## src/rtl/fetch_unit.sv

```systemverilog
// fetch_unit: instruction-fetch stage owning the PC and the IF/ID pipeline register.
// Latency: word at imem_ra appears on ifid_inst one cycle later; imem_ra is combinational from pc.
// Backpressure: stall holds pc and IF/ID exactly; redirect overrides stall and flushes IF/ID.
//
// Ports:
//   clk, rst_n                 rising-edge clock, synchronous active-low reset
//   stall                      hold request from decode/hazard logic
//   redirect_valid/_target     taken branch/jump and its byte-address target
//   imem_ra / imem_rd          combinational instruction memory read address / data
//   ifid_valid/_pc/_pc_plus4/_inst  IF/ID register contents for decode
//   fetch_misalign             misaligned-redirect flag, present only with FETCH_MISALIGN_CHK_EN
//
// Optional feature macro: FETCH_MISALIGN_CHK_EN. When undefined, redirect targets are
// silently word-aligned; when defined, a misaligned target is dropped and flagged.
module fetch_unit #(
  parameter int                     INS_ADDRESS = 9,
  parameter int                     INS_W       = 32,
  parameter logic [INS_ADDRESS-1:0] RESET_PC    = '0,
  parameter logic [INS_W-1:0]       NOP_INST    = 32'h00000013
) (
  input  logic                   clk,
  input  logic                   rst_n,
  input  logic                   stall,
  input  logic                   redirect_valid,
  input  logic [INS_ADDRESS-1:0] redirect_target,
  output logic [INS_ADDRESS-1:0] imem_ra,
  input  logic [INS_W-1:0]       imem_rd,
  output logic                   ifid_valid,
  output logic [INS_ADDRESS-1:0] ifid_pc,
  output logic [INS_ADDRESS-1:0] ifid_pc_plus4,
`ifdef FETCH_MISALIGN_CHK_EN
  output logic                   fetch_misalign,
`endif
  output logic [INS_W-1:0]       ifid_inst
);

  // Clears the two byte-offset bits so the PC can never hold a misaligned address.
  localparam logic [INS_ADDRESS-1:0] ALIGN_MASK = {{(INS_ADDRESS-2){1'b1}}, 2'b00};
  localparam logic [INS_ADDRESS-1:0] FOUR       = INS_ADDRESS'(4);

  logic [INS_ADDRESS-1:0] pc_q, pc_d;
  logic                   valid_q, valid_d;
  logic [INS_ADDRESS-1:0] ifid_pc_q, ifid_pc_d;
  logic [INS_ADDRESS-1:0] ifid_pc4_q, ifid_pc4_d;
  logic [INS_W-1:0]       inst_q, inst_d;
  logic                   mis_q, mis_d;
  logic [INS_ADDRESS-1:0] pc_plus4;

  // Carry out of the add is discarded, so the PC wraps at 2**INS_ADDRESS.
  assign pc_plus4 = pc_q + FOUR;

  always_comb begin
    pc_d       = pc_q;
    valid_d    = valid_q;
    ifid_pc_d  = ifid_pc_q;
    ifid_pc4_d = ifid_pc4_q;
    inst_d     = inst_q;
    mis_d      = 1'b0;

    if (redirect_valid) begin
      // Flush: ifid_pc/ifid_pc_plus4 keep their old values, only valid/inst change.
      valid_d = 1'b0;
      inst_d  = NOP_INST;
`ifdef FETCH_MISALIGN_CHK_EN
      if (redirect_target[1:0] != 2'b00) begin
        mis_d = 1'b1;               // drop the redirect, pc holds
      end else begin
        pc_d = redirect_target;
      end
`else
      pc_d = redirect_target & ALIGN_MASK;
`endif
    end else if (!stall) begin
      pc_d       = pc_plus4;
      valid_d    = 1'b1;
      ifid_pc_d  = pc_q;
      ifid_pc4_d = pc_plus4;
      inst_d     = imem_rd;
    end
  end

  always_ff @(posedge clk) begin
    if (!rst_n) begin
      pc_q       <= RESET_PC & ALIGN_MASK;
      valid_q    <= 1'b0;
      ifid_pc_q  <= '0;
      ifid_pc4_q <= '0;
      inst_q     <= NOP_INST;
      mis_q      <= 1'b0;
    end else begin
      pc_q       <= pc_d;
      valid_q    <= valid_d;
      ifid_pc_q  <= ifid_pc_d;
      ifid_pc4_q <= ifid_pc4_d;
      inst_q     <= inst_d;
      mis_q      <= mis_d;
    end
  end

  assign imem_ra       = pc_q;
  assign ifid_valid    = valid_q;
  assign ifid_pc       = ifid_pc_q;
  assign ifid_pc_plus4 = ifid_pc4_q;
  assign ifid_inst     = inst_q;

`ifdef FETCH_MISALIGN_CHK_EN
  assign fetch_misalign = mis_q;
`else
  // Flag register is constant zero without the checker; keep it referenced.
  logic unused_mis;
  assign unused_mis = mis_q;
`endif

endmodule

```

## config.mk

```make
export PLATFORM = sky130hd
export DESIGN_NAME = fetch_unit
export DESIGN_NICKNAME = d
export VERILOG_FILES = /design/src/rtl/fetch_unit.sv
export SDC_FILE = /design/constraint.sdc
export NUM_CORES = 1
export LEC_CHECK = 0
export ABC_AREA = 1
export CAP_MARGIN = 20
export CORE_ASPECT_RATIO = 0.9
export CORE_MARGIN = 2
export CORE_UTILIZATION = 25
export DETAILED_ROUTE_END_ITERATION = 8
export PLACE_DENSITY_LB_ADDON = 0.05
export SLEW_MARGIN = 20
export SYNTH_ARGS = -nofsm -noshare
export SYNTH_HDL_FRONTEND = slang
export SYNTH_SLANG_ARGS = --single-unit
```

## constraint.sdc

```tcl
create_clock -name clk -period 2.1 [get_ports clk]
set_clock_uncertainty 0.05 [all_clocks]
set_input_delay 0.42 -clock clk [delete_from_list [all_inputs] [get_ports clk]]
set_output_delay 0.42 -clock clk [all_outputs]
set_load 0.02 [all_outputs]
```

==> impl_results.md, run 1 <==
- Status: completed
- CP max FO: 6
- ANT cells: 0
- Register bit total from synthesis: 54
- First-pass GRT wire length: 9.68 mm
- Initial antenna violation count: 0
- Min-Delay Path Class: flip-flop to flip-flop
- Crit path max-delay family: buffers and inverters
- DP HPWL: 4.36 mm
- DRC: 0
- Synth-to-Final Area Change: 53.5%
- Starting DRT DRC Count: 67
- DR WL/cell: 12.6 microns
- CP Class: flip-flop to output port
- Vias in the first global route: 1891
- Clock sink count: 54
- Post-CTS Resized: 0
- Mapped Area: 2130 sq um
- Max-slew violations: 0
- Yosys warns: 0
- Leak pwr: 1.28 nW
- Setup TNS: 0 ns
- Post-DRT Antenna Nets: 0
- Fmax: 540 MHz
- CP required: 1.63 ns
- Vias: 1982
- Chip Width: 101 microns
- Crit path launch type: flip-flop
- Num CTS Buffers: 5
- Die area: 9290 sq um
- 1st-pass router iterations: 4
- Buffers & Inverters on Critical Path: 1
- Root Buffer: clkbuf_8
- Finish-stage setup viols: 0
- Layout Nets: 414
- Port Buffers: 96
- Post-layout min period: 1.85 ns
- Final total power: 2.16 mW
- Final period util: 88.2%
- Io pins: 105
- Sequential fraction of the synthesis area: 50.6%
- Vias/cell: 4.10
- Ratio of cells with drive above 1 in the final layout: 6.50%
- Unique masters post-synth: 20
- CP arrival: 1.38 ns
- RSZ-0062 raised after global routing: false
- Max Cap Viol: 0
- Peak supply drop: 0.000269 V
- Final hold violations: 0
- Total track usage: 13.1%
- Critical path, cell by cell: clkdlybuf4s50_1
- Die height: 91.7 microns
- GRT overflow: 0
- Rows: 31
- Final wirelength: 6.08 mm
- Clock Latency Late Sink: 0.30 ns
- Post-CTS Setup Inserts: 0
- Critical Path Max Stage Delay: 0.64 ns
- Crit path capture type: output port
- Largest net degree at the start of global routing: 33
- Routability-driven placement congestion ratio: 0.815
- CTS Hold Bufs: 0
- Slowest cell on the critical path: clkdlybuf4s50_1
- Initial Util: 26.1%
- CTS tree: done
- H-tree levels: 2
- CTS Buffer Depth: 2
- Core area: 8180 sq um
- Post-synthesis instance total: 273
- Pwr dens: 659 nW/um^2
- Syn avg cell area: 7.82 sq um
- Clk pin slew, worst setup/hold paths: 0.10 ns
==> through the flow <==
| step | area (sq um) | setup slack, ns | instances | utilization, % | hold WS [ns] |
|---|---|---|---|---|---|
| final | 3280 | 0.247 | 484 | 40.0 | 0.413 |
| after global routing | 3280 | 0.183 | 484 | 40.0 | 0.445 |
| after CTS | 3280 | 0.213 | 484 | 40.0 | 0.420 |
| after detailed placement | 3170 | 0.201 | 476 | 38.7 | 0.405 |
| after global placement | 3170 | 0.193 | 476 | 38.7 | 0.395 |
| after floorplan | 2150 | 0.805 | 278 | - | 0.480 |
==> per-layer routing <==
layer  vias to the layer above  routed length [microns]  track usage, %  share of wire, %
met1                       876                     3070            19.1                50
met3                         2                      410            4.88               6.7
met5                         -                        0               0                 0
li1                       1049                        -               -                 -
met4                         0                       25            2.36              0.41
met2                        55                     2580            18.7                42
==> final timing paths <==
kind / cells after the start / endpoint / start / slack (ns)
max: 1 / imem_ra[3] / imem_ra[3]$_SDFFE_PN0P_ / 0.25
min: 2 / ifid_inst[23]$_SDFFE_PP0N_ / ifid_inst[23]$_SDFFE_PP0N_ / 0.41
max reg2reg: 6 / imem_ra[8]$_SDFFE_PN0P_ / imem_ra[3]$_SDFFE_PN0P_ / 0.77
min reg2reg: 2 / ifid_inst[23]$_SDFFE_PP0N_ / ifid_inst[23]$_SDFFE_PP0N_ / 0.41
==> report_power, final <==
group / total [mW] / internal [mW] / switching, mW
registers: 1.09 / 1.07 / 0.0264
logic: 0.377 / 0.185 / 0.192
clock network: 0.690 / 0.352 / 0.339
total: 2.16 / 1.60 / 0.557
==> final cells by class <==
class	count	area [sq um]
multi-input combinational	186	847
inverter	18	70.1
sequential	54	1080
clock buffer	5	68.8
fill	854	4910
timing repair buffer	103	1030
clock inverter	3	40.0
tap	115	144
==> layout by cell type (no fill, tap or decap), drive strengths merged <==
master         synthesis  layout
a31oi                  1       1
conb                   1       6
nand3                 13      13
inv                   18      18
clkbuf                 0       5
nand2                 91      91
clkdlybuf4s50          0      96
a21oi                 43      43
buf                   20       7
clkinv                 0       2
nor2                  16      16
ha                     1       1
o21bai                 2       2
dfxtp                 54      54
o21ai                 13      13
bufinv                 0       1
==> synthesized netlist by cell type (all sizes together) <==
master / n / area [sq um]
a31oi: 1 / 6.26
buf: 20 / 155
o21bai: 2 / 15.0
dfxtp: 54 / 1080
a21oi: 43 / 219
nand2: 91 / 342
inv: 18 / 70.1
conb: 1 / 3.75
o21ai: 13 / 65.1
nor2: 16 / 100
nand3: 13 / 65.1
ha: 1 / 12.5
==> kinds of logic after synthesis <==
group                    count (synthesis)  share of synthesized area, %
flip-flops                              54                          50.6
AO/OA/AOI/OAI                           59                          14.3
adder cells (fa/ha/maj)                  1                         0.586
AND/OR/NAND/NOR                        120                          23.7
buffers and inverters                   38                          10.6
other                                    1                         0.176
==> flip-flops by register name (all words and copies together) (netlist names) <==
name / cells
ifid_pc_plus4: 7
ifid_pc: 7
ifid_inst: 32
imem_ra: 7
ifid_valid: 1
Power figures use the tool's default switching activity.
==> inputs of run 2 (changes only) <==
Settings changed: SKIP_CTS_REPAIR_TIMING from default to 1.
==> results of run 2 <==
Same layout as run 1: the final DEF is identical, and so are final timing and power.
==> inputs of run 3 (changes only) <==
Settings changed: ABC_AREA 1 to default, RECOVER_POWER from default to 50.
==> impl_results.md, run 3 <==
- Critical Path Max Stage Delay: 0.65 ns
- Chip Width: 102 microns
- Die area: 9330 sq um
- Rows: 32
- Unique masters post-synth: 30
- First-pass GRT wire length: 8.51 mm
- Layout Nets: 368
- Pwr dens: 648 nW/um^2
- Dpl cells: 434
- Crit path max-delay family: buffers and inverters
- H-tree levels: 2
- CP arrival: 1.41 ns
- ANT cells: 0
- Root Buffer: clkbuf_8
- Clock share of power: 31.2%
- Synth top area share: 50.4%
- Max Cap Viol: 0
- Post-layout min period: 1.88 ns
- Ratio of cells with drive above 1 in the final layout: 6.81%
- Min-Delay Path Class: flip-flop to flip-flop
- Post-synthesis instance total: 222
- Yosys warns: 0
- GRT overflow: 0
- Starting DRT DRC Count: 26
- Post-synth EDFFs: 0
- Peak supply drop: 0.000257 V
- Worst reg2reg startpoint: imem_ra[2]$_SDFFE_PN0P_
- Worst Hold Launch: ifid_valid$_SDFFE_PP0N_
- Largest net degree at the start of global routing: 31
- 1st-pass router iterations: 4
- Layout Cells excl Fill: 442
- Gate power share: 18.4%
- Net Switching: 557 uW
- RSZ-0062 raised after global routing: false
- Slew headroom: 56.6%
- Final hold violations: 0
- Core area: 8450 sq um
- Commonest cells after routing, fill and taps aside: 93 x clkdlybuf4s50_1, 54 x dfxtp_1, 33 x mux2i_1
- Buffers & Inverters on Critical Path: 1
- Most common cell in the synthesized netlist: dfxtp_1
- Clock sink count: 54
- Main synth FF type: dfxtp_1
- DP HPWL: 3.94 mm
- Finish-stage setup viols: 0
- Sequential fraction of the synthesis area: 50.4%
- Fraction of registers with async set or reset after synthesis: 0%
- Max FFs per register: 32
- CTS Buffer Depth: 2
- DR WL/cell: 12.4 microns
- Num CTS Buffers: 5
- Hold EP: ifid_valid$_SDFFE_PP0N_
- DRC: 0
- Setup TNS: 0 ns
- Slew @ Worst Pin: 0.652 ns
- Reg power frac: 50.4%
- Routability-driven placement congestion ratio: 0.636
- Critical path, cell by cell: clkdlybuf4s50_1
- Yosys top cell by area: dfxtp_1
- Status: completed
- Post-DRT Antenna Nets: 0
- Hold Crit Depth: 2
- Initial Util: 25.4%
- Crit path launch type: flip-flop
- Clock Latency Late Sink: 0.30 ns
- Top cells by area, synth: dfxtp_1 50%, mux2i_1 15%, nor2_1 5.4%
- Vias/cell: 4.12
- Io pins: 105
- Mapped Area: 2140 sq um
- CTS tree: done
- Max-slew violations: 0
- R2r setup slk: 0.59 ns
- Final period util: 89.6%
- Die height: 91.8 microns
- Slowest cell on the critical path: clkdlybuf4s50_1
- Register bit total from synthesis: 54
- Vias in the first global route: 1719
- Switching Share: 25.7%
- Synth-to-Final Area Change: 56.3%
- CP max FO: 5
- Most common cell after layout, fill and taps aside: clkdlybuf4s50_1
- Synth cell count leaders: 54 x dfxtp_1, 33 x mux2i_1, 31 x nor2_1, 21 x nand2_1
- Total track usage: 11.7%
- Reg2reg end: imem_ra[7]$_SDFFE_PN0P_
- Fmax: 531 MHz
- CP Class: flip-flop to output port
- Port Buffers: 96
- Final wirelength: 5.48 mm
- Cell-internal power: 1.61 mW
- Crit path capture type: output port
- CP required: 1.63 ns
- Vias: 1821
- Leak pwr: 1.34 nW
- Clk pin slew, worst setup/hold paths: 0.10 ns
- Reg2reg path depth: 4
- Syn avg cell area: 9.65 sq um
- Fillers: 886
- Initial antenna violation count: 0
-- run 3: changes by cell type after synthesis, sizes merged, moves of 8 or more --
cell,previous run,this run
nand2,91,22
a21oi,43,6
mux2i,0,33
inv,18,2
nor2,16,31
a21boi,0,8
-- run 3: final cells by class --
cell class	count	area, sq um	share of cell area [%]
timing repair buffer	109	1050	31.5
sequential	54	1080	32.3
inverter	2	7.51	0.224
tap	119	149	4.45
clock buffer	8	110	3.29
multi-input combinational	150	948	28.3
-- run 3: worst max-delay path by stage --
stage | from | cells after the start | to | slack [ns]
4_1_cts | imem_ra[2]$_SDFFE_PN0P_ | 1 | imem_ra[2] | 0.18
5_1_grt | imem_ra[7]$_SDFFE_PN0P_ | 1 | imem_ra[7] | 0.15
3_3_place_gp | redirect_valid | 5 | ifid_pc_plus4[4]$_SDFFE_PN0P_ | 0.43
3_5_place_dp | redirect_valid | 5 | ifid_pc_plus4[4]$_SDFFE_PN0P_ | 0.39
2_1_floorplan | imem_ra[2]$_SDFFE_PN0P_ | 4 | imem_ra[4]$_SDFFE_PN0P_ | 0.62
6_report | imem_ra[2]$_SDFFE_PN0P_ | 1 | imem_ra[2] | 0.22
-- run 3: layer usage --
| metal | wire length (microns) | track usage (%) |
|---|---|---|
| met1 | 2680 | 15.9 |
| met4 | 42 | 3.38 |
| met3 | 322 | 3.58 |
| met2 | 2440 | 17.7 |
| met5 | 0 | 0 |
-- run 3: power groups by stage --
stage | registers [mW] | clock network [mW] | logic (mW)
floorplan | 1.17 | 0 | 0.149
global placement | 1.12 | 0 | 0.412
detailed placement | 1.12 | 0 | 0.412
CTS | 1.09 | 0.723 | 0.414
global route | 1.10 | 0.746 | 0.435
finish | 1.09 | 0.677 | 0.399
-- run 3: logic make-up (layout without fill, tap and decap cells) --
family	count (synthesis)	in the layout	synth area share, %
simple gates	70	70	14.5
compound gates	33	33	9.81
flops	54	54	50.4
other cells	1	6	0.175
buf+inv	23	119	6.19
xor+xnor	7	7	2.86
fa+ha+maj	1	1	0.584
mux	33	33	15.4
-- run 3: stage by stage --
step	instance area [sq um]	utilization, %	setup slack [ns]	total power, mW	hold slack (ns)
after floorplan	2160	-	0.619	1.32	0.476
after global placement	3260	38.6	0.433	1.53	0.388
after detailed placement	3260	38.6	0.392	1.53	0.394
after CTS	3370	39.9	0.178	2.23	0.409
after global routing	3350	39.6	0.155	2.28	0.440
final	3350	39.6	0.217	2.17	0.407
